<file path="src/rtl/gauss_sample_collector.sv">
// Host-side collector for the Box-Muller Gaussian generator: arms the
// generator, qualifies its samples and buffers accepted ones in a FIFO.
module gauss_sample_collector #(
  parameter int unsigned DATA_W = 32,
  parameter int unsigned ADDR_W = 4,
  parameter int unsigned CNT_W  = 16
) (
  input  logic              clk,
  input  logic              reset,
  input  logic              start,
  input  logic              abort,
  input  logic [CNT_W-1:0]  target_cnt,
  output logic              gen_nreset,
  output logic              gen_control_bit,
  input  logic [DATA_W-1:0] gen_randnum,
  input  logic              gen_invalid_bit,
  input  logic              gen_complete_bit,
  input  logic              rd_en,
  output logic [DATA_W-1:0] rd_data,
  output logic              rd_valid,
  output logic              fifo_empty,
  output logic              fifo_full,
  output logic              busy,
  output logic              done,
  output logic              gen_exhausted,
  output logic [CNT_W-1:0]  accepted_cnt,
  output logic [CNT_W-1:0]  rejected_cnt,
  output logic [CNT_W-1:0]  overflow_cnt
);

  localparam int unsigned DEPTH = 1 << ADDR_W;
  localparam int unsigned LVL_W = ADDR_W + 1;

  typedef enum logic [1:0] {
    S_IDLE    = 2'd0,
    S_ARM     = 2'd1,
    S_COLLECT = 2'd2,
    S_DONE    = 2'd3
  } state_t;

  state_t              state_q, state_d;
  logic [CNT_W-1:0]    tgt_q, tgt_d;
  logic [CNT_W-1:0]    acc_q, acc_d;
  logic [CNT_W-1:0]    rej_q, rej_d;
  logic [CNT_W-1:0]    ovf_q, ovf_d;
  logic                exh_q, exh_d;
  logic [ADDR_W-1:0]   wr_ptr_q, wr_ptr_d;
  logic [ADDR_W-1:0]   rd_ptr_q, rd_ptr_d;
  logic [LVL_W-1:0]    level_q, level_d;
  logic [DATA_W-1:0]   rd_data_q, rd_data_d;
  logic                rd_valid_q, rd_valid_d;
  logic                empty_q, empty_d;
  logic                full_q, full_d;
  logic                nreset_q, nreset_d;
  logic                ctrl_q, ctrl_d;
  logic                busy_q, busy_d;
  logic                done_q, done_d;
  logic [DATA_W-1:0]   mem_q [DEPTH];

  logic                rd_acc_c;
  logic                wr_en_c;

  // FSM next state, sample classification, counters and FIFO bookkeeping
  always_comb begin
    state_d    = state_q;
    tgt_d      = tgt_q;
    acc_d      = acc_q;
    rej_d      = rej_q;
    ovf_d      = ovf_q;
    exh_d      = exh_q;
    wr_ptr_d   = wr_ptr_q;
    rd_ptr_d   = rd_ptr_q;
    level_d    = level_q;
    rd_data_d  = rd_data_q;
    rd_valid_d = 1'b0;
    wr_en_c    = 1'b0;
    rd_acc_c   = 1'b0;

    unique case (state_q)
      S_IDLE, S_DONE: begin
        if (start) begin
          state_d = S_ARM;
          tgt_d   = target_cnt;
        end
      end
      S_ARM: begin
        acc_d = '0;
        rej_d = '0;
        ovf_d = '0;
        exh_d = 1'b0;
        state_d = (tgt_q == '0) ? S_DONE : S_COLLECT;
      end
      S_COLLECT: begin
        // A read this cycle frees a slot, so a full FIFO can still take a write
        rd_acc_c = rd_en && (level_q != '0);
        if (gen_complete_bit) begin
          exh_d   = 1'b1;
          state_d = S_DONE;
        end else begin
          if (gen_invalid_bit) begin
            if (rej_q != '1) rej_d = rej_q + CNT_W'(1);
          end else if (!full_q || rd_acc_c) begin
            wr_en_c = 1'b1;
            acc_d   = acc_q + CNT_W'(1);
            if (acc_d == tgt_q) state_d = S_DONE;
          end else begin
            if (ovf_q != '1) ovf_d = ovf_q + CNT_W'(1);
          end
          if (abort) state_d = S_DONE;
        end
      end
      default: state_d = S_IDLE;
    endcase

    if (state_q != S_ARM && state_q != S_COLLECT) rd_acc_c = rd_en && (level_q != '0);

    if (state_q == S_ARM) begin
      wr_ptr_d = '0;
      rd_ptr_d = '0;
      level_d  = '0;
    end else begin
      if (wr_en_c) wr_ptr_d = wr_ptr_q + ADDR_W'(1);
      if (rd_acc_c) begin
        rd_ptr_d   = rd_ptr_q + ADDR_W'(1);
        rd_data_d  = mem_q[rd_ptr_q];
        rd_valid_d = 1'b1;
      end
      if (wr_en_c && !rd_acc_c) level_d = level_q + LVL_W'(1);
      else if (rd_acc_c && !wr_en_c) level_d = level_q - LVL_W'(1);
    end

    empty_d  = (level_d == '0);
    full_d   = (level_d == LVL_W'(DEPTH));
    nreset_d = (state_d == S_COLLECT) || (state_d == S_DONE);
    ctrl_d   = (state_d == S_COLLECT);
    busy_d   = (state_d == S_ARM) || (state_d == S_COLLECT);
    done_d   = (state_d == S_DONE);
  end

  // State, counters, FIFO control and registered outputs
  always_ff @(posedge clk) begin
    if (reset) begin
      state_q    <= S_IDLE;
      tgt_q      <= '0;
      acc_q      <= '0;
      rej_q      <= '0;
      ovf_q      <= '0;
      exh_q      <= 1'b0;
      wr_ptr_q   <= '0;
      rd_ptr_q   <= '0;
      level_q    <= '0;
      rd_data_q  <= '0;
      rd_valid_q <= 1'b0;
      empty_q    <= 1'b1;
      full_q     <= 1'b0;
      nreset_q   <= 1'b0;
      ctrl_q     <= 1'b0;
      busy_q     <= 1'b0;
      done_q     <= 1'b0;
    end else begin
      state_q    <= state_d;
      tgt_q      <= tgt_d;
      acc_q      <= acc_d;
      rej_q      <= rej_d;
      ovf_q      <= ovf_d;
      exh_q      <= exh_d;
      wr_ptr_q   <= wr_ptr_d;
      rd_ptr_q   <= rd_ptr_d;
      level_q    <= level_d;
      rd_data_q  <= rd_data_d;
      rd_valid_q <= rd_valid_d;
      empty_q    <= empty_d;
      full_q     <= full_d;
      nreset_q   <= nreset_d;
      ctrl_q     <= ctrl_d;
      busy_q     <= busy_d;
      done_q     <= done_d;
    end
  end

  // FIFO storage; contents need no reset since the level gates every read
  always_ff @(posedge clk) begin
    if (!reset && wr_en_c) mem_q[wr_ptr_q] <= gen_randnum;
  end

  assign gen_nreset      = nreset_q;
  assign gen_control_bit = ctrl_q;
  assign rd_data         = rd_data_q;
  assign rd_valid        = rd_valid_q;
  assign fifo_empty      = empty_q;
  assign fifo_full       = full_q;
  assign busy            = busy_q;
  assign done            = done_q;
  assign gen_exhausted   = exh_q;
  assign accepted_cnt    = acc_q;
  assign rejected_cnt    = rej_q;
  assign overflow_cnt    = ovf_q;

endmodule

</file>
<file path="config.mk">
export PLATFORM = sky130hd
export DESIGN_NAME = gauss_sample_collector
export DESIGN_NICKNAME = d
export VERILOG_FILES = /design/src/rtl/gauss_sample_collector.sv
export SDC_FILE = /design/constraint.sdc
export NUM_CORES = 1
export LEC_CHECK = 0
export ABC_AREA = 1
export BUFFER_PORTS_ARGS = -buffer_cell sky130_fd_sc_hd__buf_2
export CAP_MARGIN = 20
export CORE_AREA = 3 3 275 277
export DETAILED_ROUTE_END_ITERATION = 10
export DIE_AREA = 0 0 278 280
export SLEW_MARGIN = 40
export SYNTH_ARGS = -nofsm -noshare
export SYNTH_HDL_FRONTEND = slang
export SYNTH_SLANG_ARGS = --single-unit
</file>
<file path="constraint.sdc">
create_clock -name clk -period 3.35 [get_ports clk]
set_input_delay 0.5025 -clock clk [delete_from_list [all_inputs] [get_ports clk]]
set_output_delay 0.5025 -clock clk [all_outputs]
set_load 0.005 [all_outputs]
</file>
==> impl_results.md, run 1 <==
* Register area at roughly 18000 µm²
* Max cap viols at 0
* Cell Chain, Critical Path: inv_1 > ha_1 > nand3_1 > nand2_2 > a21oi_4 > nand2_2 > inv_2 > nand2_1 > nor2_4 > buf_12
* Multi-input logic area at 6917 µm²
* Hold-fix buffers, CTS at 0
* Max clock buf depth at 3
* Vias at 18010
* I/O pin count at between 100 and 150
* Final TNS setup at 0 ns
* DRC violations left at 0
* Starting Density at 34.94%
* Fin worst setup slack at just over 0.6 ns
* Sequential share of the synthesized area at 69.46%
* P_leak at ~10 nW
* WP data arrival at 3.05 ns
* Critical Path Stages at 10
* Net Count, Synth at 2356
* Initial antenna violation count at 3
* Reg2reg start: level_q[0]$_SDFF_PP0_
* Vias in the first global route at 17460
* Fin crit share at just over 80%
* Final Hold Viols at 0
* Num CTS Buffers at about 60
* DPL Wire Length at 41670 µm
* Fmax at around 0.37 GHz
* Final Skew at 0.03608 ns
* Final core utilization at 40.70%
* Syn Area/Cell at 11.17 µm²
* CTS resizes at 0
* Clk sinks at 630
* Status: complete, no violations
* Row count at 99
* Crit path from: level_q[0]$_SDFF_PP0_
* Hold Crit Depth at 3
* Clock network power share at 32.5%
* Critical path type: flip-flop to flip-flop
* Max stage delay on crit path at about 0.47 ns
* Setup violations, final at 0
* Routed length per instance at 20.02 µm
* Normalized max-slew margin at 57.11%
* Clk_lat worst skew at 0.64 ns
* CP max stage cell: nor2_4
* Most used cell, CP: nand2_2
* Tmin final at approximately 2.7 ns
* Die ar. at 77840 µm²
* Chip Width at around 280 µm
* GRT Overall Usage at 17.32%
* Power per cell area at 711.4 nW/µm²
* Clock Pin Slew Worst Setup and Hold Paths at 0.07 ns
* DP Worst Slack at 0.6354 ns
* Post-route ant nets at 0
* RePlAce Congestion at roughly 0.87
* Grt total ovfl at 0
* Area Overhead vs Synth at 16.47%
* TritonRoute pass-1 iters at 5
* Synthesized area at 25530 µm²
* Vias per Instance at 5.257
* Sequential share of power at 41.7%
* Min-delay src: target_cnt[13]
* First-pass GRT wire length at 104800 µm
* Slew Limit Fails at 0
* Int Pwr at 14.32 mW
* Sw Pwr at 6.834 mW
* R2R depth at 10
* Worst Path Max Fanout at 20
* Delay-heaviest family, CP: simple AND/OR/NAND/NOR gates
* Yosys cell types at between 40 and 50
* Ys async rst share at 0%
* Layout cells sized above 1 at approximately 14%
* Starting DRT DRC Count at between 1500 and 2000
* H-tree level count at 2
* Ys flop type: edfxtp_1
* IO Port Bufs at 142
* Largest net degree at the start of global routing at 131
* Worst setup EP type: flip-flop
* Routed WL at just under 70000 µm
* Sw Ratio at 32.30%
* Combinational share of power at 25.8%
* Root buffer selected by CTS: clkbuf_16
* Fillers at 6868
* RSZ-0062 raised after global routing: no
* Slew @ Worst Pin at 0.6434 ns
* #FFs+latches synth at 630
* Synth warn at 0
* Post-synth EDFFs at 512
* Die Y at between 200 and 300 µm
* CP required at approximately 3.7 ns
* CTS tree: done
* Worst VDD drop at 0.4495 mV
* Nets at 2486
* Hold Path Class: input pin to flip-flop
* Startpoint Class: flip-flop
* CP Buf/Inv Count at 3
* Setup Fix Bufs, Post-CTS at 0
* Core footprint at about 73000 µm²
* Cell count after synthesis at 2286
==> per-layer routing <==
metal / routed length (µm) / track usage (%)
met1: 30000 / 24.06
met5: 18 / 0
met3: 5763 / 3.420
met4: 1307 / 4.576
met2: 31500 / 27.90
==> cells in the final DEF, fill, tap and decap left out, types with 3 or more instances in the layout <==
cell type / n
nand4_1: 10
buf_4: 40
or2_2: 3
inv_1: 123
clkbuf_16: 59
nor2_2: 3
nor4_1: 6
a31oi_1: 3
nand3_1: 56
dfxtp_1: 115
edfxtp_1: 512
inv_2: 5
o22ai_1: 151
clkinv_2: 10
o21ai_1: 18
nand2_1: 185
ha_1: 15
a21oi_1: 59
nor3_1: 23
xor2_1: 6
clkinv_1: 4
a211oi_1: 8
nand2_2: 11
nor2_1: 391
o32ai_1: 5
o211ai_1: 3
o21ai_0: 399
clkbuf_8: 15
nor2_4: 23
clkbuf_1: 16
buf_12: 18
buf_2: 142
bufinv_16: 5
==> registers in the layout (all words and copies together) (netlist names), 2 cells and up <==
register      flops
wr_ptr_q          4
overflow_cnt     16
mem_q           512
tgt_q            16
level_q           5
state_q           2
rd_data          32
rd_ptr_q          4
accepted_cnt     16
rejected_cnt     16
==> cell usage after synthesis (2+ instances only) <==
cell type / number / share of area [%]
edfxtp_1: 512 / 60
nor2_1: 407 / 6.0
o21ai_0: 399 / 7.8
nand2_1: 186 / 2.7
o22ai_1: 151 / 3.7
inv_1: 127 / 1.9
dfxtp_1: 118 / 9.3
clkbuf_1: 106 / 1.6
a21oi_1: 59 / 1.2
nand3_1: 56 / 1.1
nor3_1: 23 / 0.45
o21ai_1: 18 / 0.35
ha_1: 15 / 0.74
buf_2: 14 / 0.27
nand2_2: 10 / 0.25
nand4_1: 10 / 0.25
buf_1: 9 / 0.13
a211oi_1: 8 / 0.24
nor2_4: 6 / 0.26
nor4_1: 6 / 0.15
xor2_1: 6 / 0.21
o32ai_1: 5 / 0.17
nor2_2: 4 / 0.098
a31oi_1: 3 / 0.074
o211ai_1: 3 / 0.088
or2_2: 3 / 0.074
inv_2: 2 / 0.029
nand3b_1: 2 / 0.059
nor3_2: 2 / 0.078
nor3b_1: 2 / 0.059
o221ai_1: 2 / 0.069
xnor3_1: 2 / 0.18
==> through the flow <==
step | power [mW] | instance area, µm² | hold slack (ns) | std cells
5_1_grt | 22.27 | 29740 | 0.1655 | 3425
2_1_floorplan | 12.46 | 25530 | 0.4533 | 2286
3_3_place_gp | 14.34 | 27720 | 0.4441 | 3314
3_5_place_dp | 14.43 | 27720 | 0.4506 | 3314
6_report | 21.16 | 29740 | 0.1373 | 3426
4_1_cts | 21.30 | 29730 | 0.1088 | 3425
==> cell type report <==
cell class	instances	share of cell area, %
multi-input cells	1395	23.26
clock inverters	21	0.9003
flip-flops and latches	630	59.67
repair buffers	200	4.611
well taps	959	4.034
inverters	130	1.662
clock buffers	90	5.860
diodes	1	0.008414
==> power by group through the flow <==
stage / clock network (mW) / registers (mW) / logic [mW]
finish: 6.88 / 8.82 / 5.46
global route: 7.34 / 8.85 / 6.08
CTS: 7.02 / 8.82 / 5.46
detailed placement: 0 / 8.99 / 5.44
global placement: 0 / 8.99 / 5.35
floorplan: 0 / 8.91 / 3.55
==> final timing paths <==
path,to,slack (ns)
max,mem_q[11][1]$_DFFE_PP_,0.61
min,tgt_q[13]$_SDFFE_PP0P_,0.14
max reg2reg,mem_q[11][1]$_DFFE_PP_,0.61
min reg2reg,rejected_cnt[4]$_SDFFE_PP0P_,0.46
==> logic make-up (layout without fill, tap and decap cells) <==
group           Yosys count  count (layout)  synth area share, %
fa+ha+maj                15              15               0.7350
compound gates          653             653                13.87
xor+xnor                  8               8               0.3822
other cells               0               1                    0
buf+inv                 261             441                3.949
simple gates            719             719                11.60
flops                   630             630                69.46
==> tightest hold or removal path, cell delays in order <==
cell and delay [ns]:
buf_2 0.07, o21ai_0 0.07, nor2_1 0.08
No activity file was read; power rests on OpenSTA's default activity.
==> run 2: changes to the inputs <==
Clock period 3.35 ns to 2.23 ns, I/O delays scaled along.
==> run 2 against run 1 <==
Compared with the run above: the run now ends with setup timing left; highest routed layer unchanged; cell area up 4.7%; register-to-register slack got worse by 0.65 ns; critical path depth rose by 6.
==> impl_results.md, run 2 (synthesis gave the netlist of run 1 again) <==
* Row count at 99 (unchanged)
* Grt total ovfl at 0 (unchanged)
* Starting DRT DRC Count at 1529 (-16%)
* Starting Density at 34.94% (unchanged)
* CP required at 2.69 ns (-0.97 ns)
* RePlAce Congestion at 0.8856 (+2.1%)
* Int Pwr at 22.82 mW (+59%)
* First-pass GRT wire length at 109200 µm (+4.3%)
* TritonRoute pass-1 iters at 5 (unchanged)
* Failing checks: setup timing
* Vias per Instance at 5.235 (-0.41%)
* Vias at 18470 (+2.6%)
* Status: complete, but fails checks
* P_leak at 11.18 nW (+6.8%)
* Nets at 2580 (+3.8%)
* Largest net degree at the start of global routing at 108 (-18%)
* Sequential share of power at 39.6% (-2.1 points)
* Most frequent cells in the layout: edfxtp_1 (512), o21ai_0 (397), nor2_1 (387), nand2_1 (168), o22ai_1 (151)
* Normalized max-slew margin at 60.30% (+3.2 points)
* Final Hold Viols at 0 (unchanged)
* Vias in the first global route at 17920 (+2.7%)
* Power per cell area at 1074 nW/µm² (+51%)
* Combinational share of power at 26.1% (+0.3 points)
* Setup violations, final at 3 (+3)
* Layout cells sized above 1 at 18.79% (+4.8 points)
* IO Port Bufs at 142 (unchanged)
* Chip Width at 278 µm (unchanged)
* Routed length per instance at 20.56 µm (+2.7%)
* Worst setup EP type: flip-flop
* Largest reg by FF count: mem_q
* Fin crit share at 101.8% (+20 points)
* Startpoint Class: flip-flop
* Largest register FFs at 512 (unchanged)
* I/O pin count at 143 (unchanged)
* Max Used Layer: met5
* Critical path type: flip-flop to flip-flop
* Most common cell after layout, fill and taps aside: edfxtp_1
* Final Skew at 0.02195 ns (-0.01412 ns)
* DPL Wire Length at 42380 µm (+1.7%)
* CTS tree: done
* Slew Limit Fails at 0 (unchanged)
* RSZ-0062 raised after global routing: yes
* Post-route ant nets at 0 (unchanged)
* Clk sinks at 630 (unchanged)
* Sw Pwr at 10.61 mW (+55%)
* Post-DP Area at 28470 µm² (+2.7%)
* Die Y at 280 µm (unchanged)
* Placed cells at 3379 (+2.0%)
* Clk_lat worst skew at 0.62 ns (-0.02 ns)
* Max cap viols at 0 (unchanged)
* Core footprint at 73080 µm² (unchanged)
* Sw Ratio at 31.74% (-0.56 points)
* H-tree level count at 3 (+1)
* Met1 WL at 31740 µm (+5.8%)
* Clock network power share at 34.4% (+1.9 points)
* Area Overhead vs Synth at 21.90%
* Worst VDD drop at 0.7742 mV (+72%)
* Fin worst setup slack at -0.03926 ns (-0.6496 ns)
* Worst Path Max Fanout at 7 (-65%)
* Root buffer selected by CTS: clkbuf_16
* Post-route design area at 31130 µm² (+4.7%)
* Tmin final at 2.269 ns (-0.4704 ns)
* Met3 wire len at 4917 µm (-15%)
* Fmax at 0.4407 GHz (+21%)
* Hold Path Class: input pin to flip-flop
* Clock Pin Slew Worst Setup and Hold Paths at 0.06 ns (about the same)
* WP data arrival at 2.73 ns (-0.32 ns)
* Post-Layout Cell Count at 3528 (+3.0%)
* Die ar. at 77840 µm² (unchanged)
* Routed WL at 72550 µm (+5.8%)
* GRT Overall Usage at 18.27% (+0.95 points)
* Max clock buf depth at 3 (unchanged)
* Routed met2 length at 34250 µm (+8.7%)
* Num CTS Buffers at 67 (+14%)
* Slew @ Worst Pin at 0.5955 ns (-0.04791 ns)
* Initial antenna violation count at 7 (+4)
* DRC violations left at 0 (unchanged)
## run 2: cell count changes in the layout (fill, tap and decap cells not counted), sizes merged, moves of 3 or more
cell / change
inv: +3
clkinv: +8
bufinv: +3
dlygate4sd3: +7
diode: +3
buf: +79
## run 2: final cells by class
type / count / area (µm²)
inverter: 130 / 501.7
timing repair buffer: 286 / 2258
sequential: 630 / 17760
fill: 6875 / 41960
clock buffer: 89 / 1841
clock inverter: 35 / 447.9
tap: 959 / 1200
antenna: 4 / 10.01
multi-input combinational: 1395 / 7106
## run 2: final timing paths
check | slack [ns] | depth (start not counted) | end | startpoint
worst max register to register | -0.04 | 16 | accepted_cnt[10]$_SDFFE_PP0P_ | accepted_cnt[0]$_SDFFE_PP0P_
worst min-delay path | 0.07 | 3 | tgt_q[6]$_SDFFE_PP0P_ | target_cnt[6]
worst min register to register | 0.46 | 2 | rejected_cnt[4]$_SDFFE_PP0P_ | rejected_cnt[4]$_SDFFE_PP0P_
worst max-delay path | -0.04 | 16 | accepted_cnt[10]$_SDFFE_PP0P_ | accepted_cnt[0]$_SDFFE_PP0P_
## run 2: routing by layer
layer  track usage [%]  vias up
met1             24.74     9066
met5                 0        -
met2             29.98      641
met3             3.603      107
met4             5.239        8
li1                  -     8647
## run 2: power groups by stage
stage | Clock [mW] | Combinational [mW] | Sequential, mW
floorplan | 0 | 5.39 | 13.4
global placement | 0 | 8.43 | 13.5
global route | 12.2 | 9.74 | 13.3
CTS | 11.7 | 8.67 | 13.2
detailed placement | 0 | 8.55 | 13.5
finish | 11.5 | 8.72 | 13.2
## run 2: repair_timing
item	in CTS	in global routing
pin swaps	15	26
gates resized for setup	25	32
buffers inserted	9	5
setup endpoints to repair	2	372
gates cloned	0	0
hold buffers	7	0
endpoints found under the hold margin	7	0
## run 2: critical path, stage by stage (launching register included)
cell and delay (ns):
dfxtp_4 0.36, ha_4 0.17, nand2_4 0.06, nor2_4 0.19
nand3_2 0.11, nand2_2 0.08, nand2_2 0.06, buf_4 0.13
buf_4 0.12, buf_4 0.13, buf_4 0.12, buf_4 0.12
buf_4 0.12, buf_4 0.12, buf_4 0.12, nand2_1 0.05
a21oi_1 0.06
## run 2: per-stage QoR
step / power, mW / hold slack (ns) / setup WS, ns / utilization (%) / TNS, ns
floorplan: 18.78 / 0.4334 / -0.1013 / - / -29.03
global placement: 21.90 / 0.4454 / -0.1464 / 38.95 / -0.2383
CTS: 33.62 / 0.01866 / -0.03907 / 42.39 / -0.07309
detailed placement: 22.03 / 0.4539 / -0.1151 / 38.95 / -0.2184
global route: 35.17 / 0.06512 / -0.2285 / 42.58 / -1.117
finish: 33.43 / 0.06825 / -0.03926 / 42.59 / -0.07266
